$ cat config.mk
export PLATFORM = sky130hd
export DESIGN_NAME = debug_prog_loader
export DESIGN_NICKNAME = d
export VERILOG_FILES = /design/src/rtl/debug_prog_loader.sv
export SDC_FILE = /design/constraint.sdc
export NUM_CORES = 1
export LEC_CHECK = 0
export CORE_MARGIN = 5
export CORE_UTILIZATION = 51
export DETAILED_ROUTE_END_ITERATION = 7
export MAX_ROUTING_LAYER = met4
export PLACE_DENSITY = 0.81
export REMOVE_ABC_BUFFERS = 1
export SETUP_SLACK_MARGIN = 0.05
export SLEW_MARGIN = 20
export SYNTH_ARGS = -nofsm -noshare
export SYNTH_HDL_FRONTEND = slang
export SYNTH_SLANG_ARGS = --single-unit
$ cat constraint.sdc
create_clock -name i_clock -period 5 [get_ports i_clock]
set_clock_uncertainty 0.2 [all_clocks]
set_input_delay 1 -clock i_clock [delete_from_list [all_inputs] [get_ports i_clock]]
set_output_delay 1 -clock i_clock [all_outputs]
set_load 0.01 [all_outputs]
$ cat src/rtl/debug_prog_loader.sv
// UART-fed program loader and run control: decodes command bytes, loads instruction words into program memory.
// Latency: o_mem_w asserts one cycle after a word's last byte is popped; address advances the cycle after that.
// Backpressure: pops one byte per cycle whenever the RX FIFO is non-empty, except in the DONE/ERR cycle.
module debug_prog_loader #(
  parameter int DBIT                = 8,
  parameter int INST_SZ             = 32,
  parameter int PC                  = 32,
  parameter int SIZE_BYTES          = 1,
  parameter int MAX_INST            = 64,
  parameter logic [PC-1:0] BASE_ADDR = '0,
  parameter int BIG_ENDIAN          = 0,
  parameter int TIMEOUT_CLKS        = 200000,
  parameter logic [7:0] CMD_LOAD    = 8'hFF,
  parameter logic [7:0] CMD_STEP    = 8'h01,
  parameter logic [7:0] CMD_RUN     = 8'h02,
  parameter logic [7:0] CMD_HALT    = 8'h03
) (
  input  logic               i_clock,
  input  logic               i_reset,
  input  logic               i_rx_empty,
  input  logic [DBIT-1:0]    i_rx_data,
  output logic               o_rd_uart,
  output logic [INST_SZ-1:0] o_instruction,
  output logic [PC-1:0]      o_program_mem_addr,
  output logic               o_mem_w,
  output logic               o_load_done,
  output logic               o_load_err,
  output logic               o_run,
  output logic               o_step
);
  localparam int NB  = INST_SZ / 8;
  localparam int BIW = (NB > 1) ? $clog2(NB) : 1;
  localparam int CW  = SIZE_BYTES * 8;
  localparam int SIW = (SIZE_BYTES > 1) ? $clog2(SIZE_BYTES) : 1;
  localparam int TW  = $clog2(TIMEOUT_CLKS + 1);

  localparam logic [2:0] S_IDLE  = 3'd0;
  localparam logic [2:0] S_SIZE  = 3'd1;
  localparam logic [2:0] S_DATA  = 3'd2;
  localparam logic [2:0] S_CHECK = 3'd3;
  localparam logic [2:0] S_DONE  = 3'd4;
  localparam logic [2:0] S_ERR   = 3'd5;

  logic [2:0]         r_state;
  logic [7:0]         r_chk;
  logic [CW-1:0]      r_count;
  logic [CW-1:0]      r_remaining;
  logic [INST_SZ-1:0] r_word;
  logic [BIW-1:0]     r_bidx;
  logic [SIW-1:0]     r_sidx;
  logic [TW-1:0]      r_idle;

  logic               w_pop;
  logic               w_loading;
  logic [INST_SZ-1:0] w_word_ins;
  logic [CW-1:0]      w_count_ins;
  logic [CW-1:0]      w_rem_eff;
  logic               w_last_word;

  assign w_loading = (r_state == S_SIZE) || (r_state == S_DATA) || (r_state == S_CHECK);
  assign w_pop     = !i_reset && !i_rx_empty && (w_loading || (r_state == S_IDLE));
  assign o_rd_uart = w_pop;

  // A word write still pending its address/count update must be discounted when spotting the last word.
  assign w_rem_eff   = r_remaining - (o_mem_w ? CW'(1) : CW'(0));
  assign w_last_word = (w_rem_eff == CW'(1));

  // Merge the head byte into the partial word and the partial count at the current byte index.
  always_comb begin
    w_word_ins  = r_word;
    w_count_ins = r_count;
    if (BIG_ENDIAN != 0) w_word_ins[(NB - 1 - int'(r_bidx)) * 8 +: 8] = i_rx_data[7:0];
    else                 w_word_ins[int'(r_bidx) * 8 +: 8]            = i_rx_data[7:0];
    w_count_ins[int'(r_sidx) * 8 +: 8] = i_rx_data[7:0];
  end

  // Command decode, load sequencing, word writes, checksum and inter-byte timeout.
  always_ff @(posedge i_clock or posedge i_reset) begin
    if (i_reset) begin
      r_state            <= S_IDLE;
      r_chk              <= '0;
      r_count            <= '0;
      r_remaining        <= '0;
      r_word             <= '0;
      r_bidx             <= '0;
      r_sidx             <= '0;
      r_idle             <= '0;
      o_instruction      <= '0;
      o_program_mem_addr <= BASE_ADDR;
      o_mem_w            <= 1'b0;
      o_load_done        <= 1'b0;
      o_load_err         <= 1'b0;
      o_run              <= 1'b0;
      o_step             <= 1'b0;
    end else begin
      o_mem_w <= 1'b0;
      o_step  <= 1'b0;
      if (o_mem_w) begin
        o_program_mem_addr <= o_program_mem_addr + PC'(NB);
        r_remaining        <= r_remaining - CW'(1);
      end
      if (w_loading) begin
        if (w_pop) begin
          r_idle <= '0;
        end else if (r_idle == TW'(TIMEOUT_CLKS - 1)) begin
          r_idle  <= '0;
          r_state <= S_ERR;
        end else begin
          r_idle <= r_idle + TW'(1);
        end
      end
      case (r_state)
        S_IDLE: begin
          if (w_pop) begin
            if (i_rx_data[7:0] == CMD_LOAD) begin
              o_load_done        <= 1'b0;
              o_load_err         <= 1'b0;
              o_run              <= 1'b0;
              r_chk              <= '0;
              r_count            <= '0;
              r_sidx             <= '0;
              r_bidx             <= '0;
              r_idle             <= '0;
              o_program_mem_addr <= BASE_ADDR;
              r_state            <= S_SIZE;
            end else if (i_rx_data[7:0] == CMD_STEP) begin
              if (!o_run) o_step <= 1'b1;
            end else if (i_rx_data[7:0] == CMD_RUN) begin
              o_run <= 1'b1;
            end else if (i_rx_data[7:0] == CMD_HALT) begin
              o_run <= 1'b0;
            end
          end
        end
        S_SIZE: begin
          if (w_pop) begin
            r_chk   <= r_chk ^ i_rx_data[7:0];
            r_count <= w_count_ins;
            if (r_sidx == SIW'(SIZE_BYTES - 1)) begin
              r_sidx      <= '0;
              r_remaining <= w_count_ins;
              if (w_count_ins > CW'(MAX_INST)) r_state <= S_ERR;
              else if (w_count_ins == '0)      r_state <= S_CHECK;
              else                             r_state <= S_DATA;
            end else begin
              r_sidx <= r_sidx + SIW'(1);
            end
          end
        end
        S_DATA: begin
          if (w_pop) begin
            r_chk  <= r_chk ^ i_rx_data[7:0];
            r_word <= w_word_ins;
            if (r_bidx == BIW'(NB - 1)) begin
              r_bidx        <= '0;
              o_instruction <= w_word_ins;
              o_mem_w       <= 1'b1;
              if (w_last_word) r_state <= S_CHECK;
            end else begin
              r_bidx <= r_bidx + BIW'(1);
            end
          end
        end
        S_CHECK: begin
          if (w_pop) r_state <= (i_rx_data[7:0] == r_chk) ? S_DONE : S_ERR;
        end
        S_DONE: begin
          o_load_done <= 1'b1;
          r_state     <= S_IDLE;
        end
        S_ERR: begin
          o_load_err <= 1'b1;
          r_state    <= S_IDLE;
        end
        default: r_state <= S_IDLE;
      endcase
    end
  end
endmodule

# Word-level counts from Yosys, hierarchy flattened
# Cells that the tools add are included.
# word_totals
regBits	149
wordCells	134
input_bits	11
# classes
n_reduce_logical	24
shifts	4
muxes	62
n_eq_ne	19
n_addsub	8
n_bitwise	1
order_cmp	1
# op_table
op	count
$mux 32	4
$mux 18	6
$mux 8	8
$mux 3	12
$neg 4->33	1
$neg 5->33	1
$shift 8x33->32 const A	1
$shift 8x33->8 const A	1
$shiftx 8x33->32	1
$shiftx 8x33->8	1
$add 32x3->32 const B	1
$bwmux 32	1
$pmux 8 s2	2
$mux 1	19
$add 18x1->18 const B	1
$eq 18x18->1 const B	1
$eq 8x1->1 const B	2
$eq 8x2->1 const B	2
$reduce_and 4->1	4
$pmux 3 s4	1
$reduce_bool 2->1	5
$reduce_and 3->1	3
$bwmux 8	1
$eq 8x8->1	1
other kinds (24)	39

# Longest topological paths before layout
# Gate-level depths: netlist of the first run.
# depth
ltp_word	11
depth_mapped	9
depth_no_buf	8

# Worst setup path before layout of the first run
# OpenSTA, ideal clock, no wires.
# synth_timing
path_type	input to output
start	in i_rx_empty
end	out o_rd_uart
arrival_ns	1.741
path_buffers	2
path_stages	4
slack_ns	2.059
cell_sequence	or3_1 > buf_4 > inv_4 > buf_4
# synth_via
elab_chain_len	3
# synth_lines
item	line	rtl
from (decl)	20	input logic i_rx_empty,
$logic_not 1->1	61	assign w_pop = !i_reset && !i_rx_empty && (w_loading || (r_state == S_IDLE));
$logic_and 1x1->1 (2 in a row)	61	
to (decl)	22	output logic o_rd_uart,
# No other way between the ends.

# Final worst setup path of the first run
# layout_timing
start	in i_reset
end	out o_rd_uart
# layout_via
elab_chain_len	3
# layout_lines
item	line	rtl
from (decl)	19	input logic i_reset,
$logic_not 1->1 (no source line)	-	
$logic_and 1x1->1 (2 in a row)	61	
# No other way between the ends.

==> impl_metrics.tcl, run 1 <==
set metrics [dict create \
    outcome "finished clean" \
    crit_required_ns 3.80 \
    wl_met2_microns 7740 \
    areaGrowthSynthToFinish_pct 20.5 \
    maxSlewHeadroom 0.374 \
    rr_startpoint "r_bidx[0]" \
    rsz0062_at_grt "no" \
    start_kind "input pin" \
    core.rowCount 42 \
    ys_seq_elements 138 \
    synth_top_area_frac 0.499 \
    drcViolationCount 0 \
    slowest_delay_ns 0.57 \
    drv_slew 0 \
    cts_tree "yes" \
    grt_pass1_vias 5529 \
    antenna_found_initial 0 \
    fin_area_sq_um 8340 \
    place_hpwl_microns 10600 \
    io_buffers 78 \
    routed.top_layer "met4" \
    tightest_slew_ns 0.932 \
    post_synth_num_cell_types 58 \
    io_pins 81 \
    cts_resized 0 \
    synth_area_sq_um 6920 \
    die_w_microns 126 \
    hold_violations 0 \
    yosys-top-cells-area "dfrtp_1 (50%), o21ai_0 (4.5%), a22o_1 (4.3%), nand2_1 (3.9%), xnor2_1 (3.5%)" \
    path_common_cell "clkdlybuf4s50_1" \
    grtUsageTotal 0.212 \
    holdWs_ns 0.276 \
    layout-drive-gt1-share 0.0681 \
    cp-startpoint "i_reset" \
    fp.dieH_microns 126 \
    vias 5564 \
    fmaxAchievable_mhz 245 \
    nNetsFinal 802 \
    final_core_util 0.627 \
    clk_pin_slew_ns 0.05 \
    multi_input_area_sq_um 3200 \
    p_leak_nw 3.41 \
    wirelength_microns 15800 \
    grt_pass1_wl_microns 27300 \
    final-seq-area_sq_um 3450 \
    grt_max_degree 128 \
    worstSkewPairLatency_ns 0.42 \
    syn_area_per_cell_sq_um 9.66 \
    synth_top_cell_by_area "dfrtp_1" \
    viasPerCell 5.74 \
    hp-class "reg2reg" \
    yosysSeqAreaShare 0.499 \
    crit_chain "clkdlybuf4s50_1 -> or3_1 -> inv_4 -> clkdlybuf4s50_1" \
    cpMaxStageDelayCell "or3_1" \
    n_fill_cell 1034 \
    postRouteAntennaNets 0 \
    htree_levels 4 \
    cts_root_buf "clkbuf_16" \
    synth_flop_cell "dfrtp_1" \
    postCtsSetupRepairBufs 0 \
    period_share 0.817 \
    placedCellCount 937 \
    setup_ws_ns 0.914 \
    maxCapViolations 0 \
    arrival_ns 2.89 \
    ys_async_sr_fraction 1.00 \
    total_power_mw 3.41 \
    crit_type "in2out" \
    dr.pass1.iters 5 \
    start_util 0.520 \
    core_area_sq_um 13300 \
    cts_buffer_depth 2 \
    synth_edf_count 0 \
    clock-sinks 138 \
    dp_slack_ns 0.947 \
    yosys_warnings 0 \
    critPathMaxFanout 12 \
    period_minus_slack_ns 4.09 \
    setup.worst_path.end_class "output port" \
    drt-initial-drc-count 485 \
    grt_remaining_overflow 0 \
    die_area_sq_um 16000 \
    antenna_cells 0 \
    wirelength_met1_microns 7100 \
    hold_start "o_instruction[17]" \
    p_per_area_nw_per_um2 409 \
    avgRoutedWirePerCell_microns 16.3 \
    instances_no_fill 969 \
    dr_wl_met3_microns 687 \
    report.final.setup_viol 0 \
    ir_worst_vdd_mv 0.290 \
    globalplace.congestion 0.869 \
    cts_buffers 17 \
    finalSetupTns_ns 0 \
    hold_buffers 0 \
    place_area_sq_um 7780 \
    postSynthCellCount 716 \
]
-- critical path, delay by kind of cell --
| kind | cells | cell delay (ns) |
|---|---|---|
| buffers and inverters | 3 | 1.30 |
| AND/OR/NAND/NOR | 1 | 0.57 |
-- state kept, by name (all words and copies together) (netlist names) --
signal              flops
r_state                 3
r_word                 32
o_mem_w                 1
o_instruction          32
o_run                   1
r_chk                   8
o_load_done             1
r_remaining             8
r_bidx                  2
r_idle                 18
o_load_err              1
o_program_mem_addr     30
o_step                  1
-- cell usage after synthesis (18+ instances only) --
cell type / instances
nand2_1: 72
nand3_1: 22
a21oi_1: 42
dfrtp_1: 138
nand4_1: 18
nor2_1: 56
xor2_1: 19
a22o_1: 34
nor2b_1: 36
clkbuf_1: 19
xnor2_1: 28
o21ai_0: 62
-- layer usage --
| layer | vias to the layer above | global-route usage |
|---|---|---|
| li1 | 2654 | - |
| met1 | 2748 | 0.272 |
| met2 | 142 | 0.336 |
| met3 | 20 | 0.0525 |
| met4 | 0 | 0.0631 |
| met5 | - | - |
-- cells in the final DEF, fill, tap and decap left out, types with 22 or more instances in the layout --
cell type / Yosys / layout
o21ai_0: 62 / 62
nand3_1: 22 / 22
dfrtp_1: 138 / 138
a21oi_1: 42 / 42
a22o_1: 34 / 34
nand2_1: 72 / 72
nor2_1: 56 / 56
xnor2_1: 28 / 28
clkdlybuf4s50_1: 0 / 78
nor2b_1: 36 / 36
-- kinds of logic after synthesis --
| kind of cell | count (synthesis) | synth area share |
|---|---|---|
| other cells | 1 | 0.000542 |
| flops | 138 | 0.499 |
| simple gates | 293 | 0.227 |
| compound gates | 167 | 0.151 |
| xor+xnor | 47 | 0.0595 |
| buf+inv | 57 | 0.0407 |
| mux | 2 | 0.00289 |
| fa+ha+maj | 11 | 0.0199 |
-- path summary, 6_finish.rpt --
path	endpoint	slack [ns]	cells after the start
worst min register to register	o_instruction[17]	0.28	2
worst max-delay path	o_rd_uart	0.91	4
min in group asynchronous	r_idle[14]	0.92	2
worst max register to register	r_word[5]	2.20	6
max in group asynchronous	o_program_mem_addr[24]	2.87	3
worst min-delay path	o_instruction[17]	0.28	2
-- power breakdown --
group          internal (mW)  switching, mW
combinational          0.320          0.423
sequential              1.29          0.185
clock                  0.743          0.454
total                   2.35           1.06
-- area by class of cell --
class / count / share of cell area
clock buffers: 24 / 0.0554
clock inverters: 8 / 0.0114
inverters: 14 / 0.00750
multi-input cells: 522 / 0.383
flip-flops and latches: 138 / 0.414
well taps: 176 / 0.0264
repair buffers: 87 / 0.102
Power figures use the tool's default switching activity.
==> run 2: changes to the inputs <==
==> constraint.sdc (replaced) <==
create_clock -name i_clock -period 3.7 [get_ports i_clock]
set_clock_uncertainty 0.2 [all_clocks]
set_input_delay 0.74 -clock i_clock [delete_from_list [all_inputs] [get_ports i_clock]]
set_output_delay 0.74 -clock i_clock [all_outputs]
set_load 0.01 [all_outputs]
==> impl_metrics.tcl, run 2 (synthesis results as in run 1) <==
set metrics [dict create \
    p_leak_nw 3.49 \
    nNetsFinal 811 \
    clockPowerShare 0.361 \
    cts_tree "yes" \
    place_area_sq_um 7860 \
    start_kind "input pin" \
    outcome "finished clean" \
    multi_input_area_sq_um 3200 \
    crit_type "in2out" \
    worstSkewPairLatency_ns 0.43 \
    switching_share 0.316 \
    rr_startpoint "r_idle[0]" \
    grt_max_degree 74 \
    r2r_slack_ns 1.13 \
    path_depth 4 \
    die_area_sq_um 16000 \
    grt_pass1_vias 5719 \
    vias 5773 \
    path_common_cell "clkdlybuf4s50_1" \
    final_core_util 0.637 \
    arrival_ns 2.42 \
    dr.pass1.iters 7 \
    postRouteAntennaNets 0 \
    postCtsSetupRepairBufs 0 \
    final-seq-area_sq_um 3450 \
    cts_resized 0 \
    layout_commonest_cell "dfrtp_1" \
    n_fill_cell 1008 \
    p_switching_mw 1.51 \
    hold_buffers 0 \
    instances_no_fill 978 \
    crit_chain "clkdlybuf4s50_1 -> or3_1 -> inv_4 -> clkdlybuf4s50_1" \
    avgRoutedWirePerCell_microns 17.7 \
    holdWs_ns 0.283 \
    io_buffers 78 \
    cp-startpoint "i_reset" \
    drt-initial-drc-count 533 \
    grt_remaining_overflow 0 \
    maxCapViolations 0 \
    rsz0062_at_grt "no" \
    dp_slack_ns 0.345 \
    crit_buf_inv 3 \
    period_share 0.908 \
    ir_worst_vdd_mv 0.407 \
    slowest_delay_ns 0.57 \
    cts_root_buf "clkbuf_16" \
    io_pins 81 \
    rr_worst_depth 6 \
    cts_buffer_depth 2 \
    finalSetupTns_ns 0 \
    fmaxAchievable_mhz 298 \
    drcViolationCount 0 \
    areaGrowthSynthToFinish_pct 22.4 \
    maxSlewHeadroom 0.546 \
    die_w_microns 126 \
    cpMaxStageDelayCell "clkdlybuf4s50_1" \
    grt_pass1_wl_microns 28800 \
    fin_area_sq_um 8470 \
    p_seq_frac 0.416 \
    total_power_mw 4.78 \
    power_frac_comb 0.222 \
    setup.worst_path.end_class "output port" \
    path_delay_family "buffers and inverters" \
    cts_buffers 17 \
    hold_violations 0 \
    critPathMaxFanout 12 \
    cp-endpoint "o_rd_uart" \
    p_per_area_nw_per_um2 565 \
    largestRegisters "o_instruction x32, r_word x32, o_program_mem_addr x30" \
    grtUsageTotal 0.227 \
    r2r_end "r_idle[10]" \
    setup_ws_ns 0.339 \
    crit_required_ns 2.76 \
    report.final.setup_viol 0 \
    place_hpwl_microns 11600 \
    viasPerCell 5.90 \
    clock-sinks 138 \
    antenna_cells 0 \
    globalplace.congestion 0.849 \
    start_util 0.520 \
    wirelength_microns 17300 \
    placedCellCount 946 \
    htree_levels 4 \
    tightest_slew_ns 0.681 \
    final_cell_mix "dfrtp_1 (138), clkdlybuf4s50_1 (78), nand2_1 (72), o21ai_0 (62), nor2_1 (56)" \
    core_area_sq_um 13300 \
    fp.dieH_microns 126 \
    drv_slew 0 \
    antenna_found_initial 0 \
    hp-class "reg2reg" \
    period_minus_slack_ns 3.36 \
    layout-drive-gt1-share 0.0860 \
    core.rowCount 42 \
    clk_pin_slew_ns 0.06 \
    p_int_mw 3.27 \
]
## run 2: cell count changes in the layout (fill, tap and decap cells not counted)
cell,change
clkinv_2,-1
buf_12,+1
clkbuf_1,-6
buf_4,+8
clkinv_4,+2
inv_8,-1
clkbuf_8,+4
clkinvlp_4,+1
inv_6,+1
## run 2: layout make-up
| class | instances | area share |
|---|---|---|
| sequential | 138 | 0.408 |
| timing repair buffer | 96 | 0.110 |
| clock inverter | 10 | 0.0136 |
| inverter | 14 | 0.00709 |
| clock buffer | 22 | 0.0584 |
| multi-input combinational | 522 | 0.378 |
| tap | 176 | 0.0260 |
## run 2: power groups by stage
stage	sequential, mW	clock [mW]	combinational (mW)
after CTS	1.98	1.74	1.06
final	1.99	1.73	1.06
after detailed placement	2.00	0	1.04
after global routing	2.02	1.81	1.18
after global placement	1.98	0	0.992
after floorplan	1.95	0	0.720
## run 2: routing by layer
metal  share of wire  vias up  track usage
met1            0.42     2862        0.287
li1                -     2668            -
met4           0.018        0       0.0770
met2            0.51      204        0.361
met5               0        -            -
met3           0.056       39       0.0530
## run 2: worst register-to-register path, delay by kind of cell (launching register included)
family / cells / cell delay (ns)
adders and majority gates: 1 / 0.25
DFF: 1 / 0.41
and+or+nand+nor: 3 / 0.74
AOI/OAI and AO/OA: 2 / 0.87
## run 2: worst min path at each step
stage | from | cells past startpoint | end | slack [ns]
global route | o_instruction[27] | 2 | o_instruction[27] | 0.30
finish | o_instruction[23] | 2 | o_instruction[23] | 0.28
detailed placement | o_instruction[11] | 2 | o_instruction[11] | 0.27
floorplan | r_idle[2] | 1 | r_idle[2] | 0.26
global placement | o_instruction[22] | 2 | o_instruction[22] | 0.27
CTS | o_instruction[20] | 2 | o_instruction[20] | 0.29
==> run 3: changes to the inputs <==
--- a/config.mk
+++ b/config.mk
@@ -5,7 +5,6 @@
 export SDC_FILE = /design/constraint.sdc
 export NUM_CORES = 1
 export LEC_CHECK = 0
-export CORE_MARGIN = 5
 export CORE_UTILIZATION = 51
 export DETAILED_ROUTE_END_ITERATION = 7
 export MAX_ROUTING_LAYER = met4
==> impl_metrics.tcl, run 3 (synthesis results as in run 1) <==
set metrics [dict create \
    maxCapViolations 0 \
    maxSlewHeadroom 0.561 \
    rsz0062_at_grt "no" \
    cts_resized 0 \
    die_area_sq_um 14000 \
    setup.worst_path.end_class "output port" \
    nNetsFinal 810 \
    dr.pass1.iters 5 \
    n_fill_cell 1017 \
    clock-sinks 138 \
    cpMaxStageDelayCell "clkdlybuf4s50_1" \
    period_share 0.922 \
    place_hpwl_microns 10900 \
    io_pins 81 \
    clk_pin_slew_ns 0.05 \
    crit_buf_inv 3 \
    critPathMaxFanout 12 \
    fmaxAchievable_mhz 293 \
    largestRegisters "o_instruction x32, r_word x32, o_program_mem_addr x30" \
    r2r_slack_ns 1.18 \
    tightest_slew_ns 0.658 \
    crit_required_ns 2.76 \
    postRouteAntennaNets 0 \
    postCtsSetupRepairBufs 0 \
    start_util 0.522 \
    htree_levels 4 \
    p_per_area_nw_per_um2 582 \
    worstSkewPairLatency_ns 0.42 \
    final_core_util 0.645 \
    crit_type "in2out" \
    grt_remaining_overflow 0 \
    grtUsageTotal 0.260 \
    avgRoutedWirePerCell_microns 17.1 \
    placedCellCount 945 \
    outcome "finished clean" \
    crit_chain "clkdlybuf4s50_1 -> or3_1 -> inv_4 -> clkdlybuf4s50_1" \
    hold_violations 0 \
    wirelength_met1_microns 7150 \
    arrival_ns 2.47 \
    routed.top_layer "met4" \
    final_cell_mix "dfrtp_1 (138), clkdlybuf4s50_1 (78), nand2_1 (72), o21ai_0 (62), nor2_1 (56)" \
    cts_buffer_depth 2 \
    die_w_microns 118 \
    grt_max_degree 66 \
    drcViolationCount 0 \
    fp.dieH_microns 118 \
    report.final.setup_viol 0 \
    layout-drive-gt1-share 0.0849 \
    p_leak_nw 3.52 \
    path_delay_family "buffers and inverters" \
    viasPerCell 5.89 \
    start_kind "input pin" \
    antenna_found_initial 0 \
    drt-initial-drc-count 599 \
    core.rowCount 42 \
    drv_slew 0 \
    hp-class "reg2reg" \
    cts_tree "yes" \
    cts_buffers 17 \
    io_buffers 78 \
    cts_root_buf "clkbuf_16" \
    areaGrowthSynthToFinish_pct 23.5 \
    antenna_cells 0 \
    wirelength_microns 16700 \
    layout_commonest_cell "dfrtp_1" \
    ir_worst_vdd_mv 0.351 \
    wl_met2_microns 8350 \
    grt_pass1_wl_microns 28300 \
    slowest_delay_ns 0.57 \
    period_minus_slack_ns 3.41 \
    hold_buffers 0 \
    grt_pass1_vias 5670 \
    dr_wl_met3_microns 869 \
    path_common_cell "clkdlybuf4s50_1" \
    core_area_sq_um 13200 \
    globalplace.congestion 0.874 \
    vias 5756 \
    instances_no_fill 977 \
]
-- run 3: cell count changes in the layout (fill, tap and decap cells not counted) --
| cell | delta |
|---|---|
| clkbuf_8 | -5 |
| bufinv_16 | +4 |
| buf_4 | -3 |
| buf_12 | +2 |
| clkinvlp_4 | -1 |
| inv_4 | +1 |
| inv_6 | +1 |
-- run 3: power breakdown --
part / switching [mW] / internal (mW) / leakage, nW
Sequential: 0.253 / 1.74 / 1.73
Combinational: 0.598 / 0.456 / 1.46
Clock: 0.662 / 1.27 / 0.324
Total: 1.51 / 3.46 / 3.52
-- run 3: final timing paths --
| path | from | end | cells past startpoint |
|---|---|---|---|
| setup / recovery | i_reset | o_rd_uart | 4 |
| hold / removal | o_instruction[17] | o_instruction[17] | 2 |
| setup reg to reg | r_bidx[0] | r_word[8] | 6 |
| hold reg to reg | o_instruction[17] | o_instruction[17] | 2 |
| max in group asynchronous | i_reset | o_mem_w | 3 |
| min in group asynchronous | i_reset | r_idle[7] | 2 |
-- run 3: stage by stage --
step | setup TNS, ns | instance area (sq um) | hold slack, ns | setup slack, ns | power, mW
after floorplan | -131.17 | 6700 | 0.256 | -0.936 | 2.67
after global placement | 0 | 7870 | 0.263 | 0.334 | 2.97
after detailed placement | 0 | 7870 | 0.273 | 0.339 | 3.04
after CTS | 0 | 8540 | 0.285 | 0.298 | 4.97
after global routing | 0 | 8540 | 0.304 | 0.259 | 5.20
final | 0 | 8540 | 0.279 | 0.290 | 4.97
-- run 3: layer usage --
layer | vias up | global-route usage
li1 | 2665 | -
met5 | - | -
met1 | 2846 | 0.333
met3 | 38 | 0.0463
met4 | 0 | 0.105
met2 | 207 | 0.410
-- run 3: area by class of cell --
type	instances	area (sq um)	share of cell area
clock inverters	15	245	0.0287
clock buffers	17	425	0.0498
well taps	176	220	0.0258
repair buffers	95	946	0.111
multi-input cells	522	3200	0.374
flip-flops and latches	138	3450	0.404
inverters	14	57.6	0.00674
-- run 3: worst register-to-register path, delay by kind of cell, from the launching register on --
family | cells | cell delay, ns
AND/OR/NAND/NOR | 3 | 0.94
flip-flops | 1 | 0.49
adder cells (fa/ha/maj) | 1 | 0.41
AO/OA/AOI/OAI | 1 | 0.24
buffers and inverters | 1 | 0.18
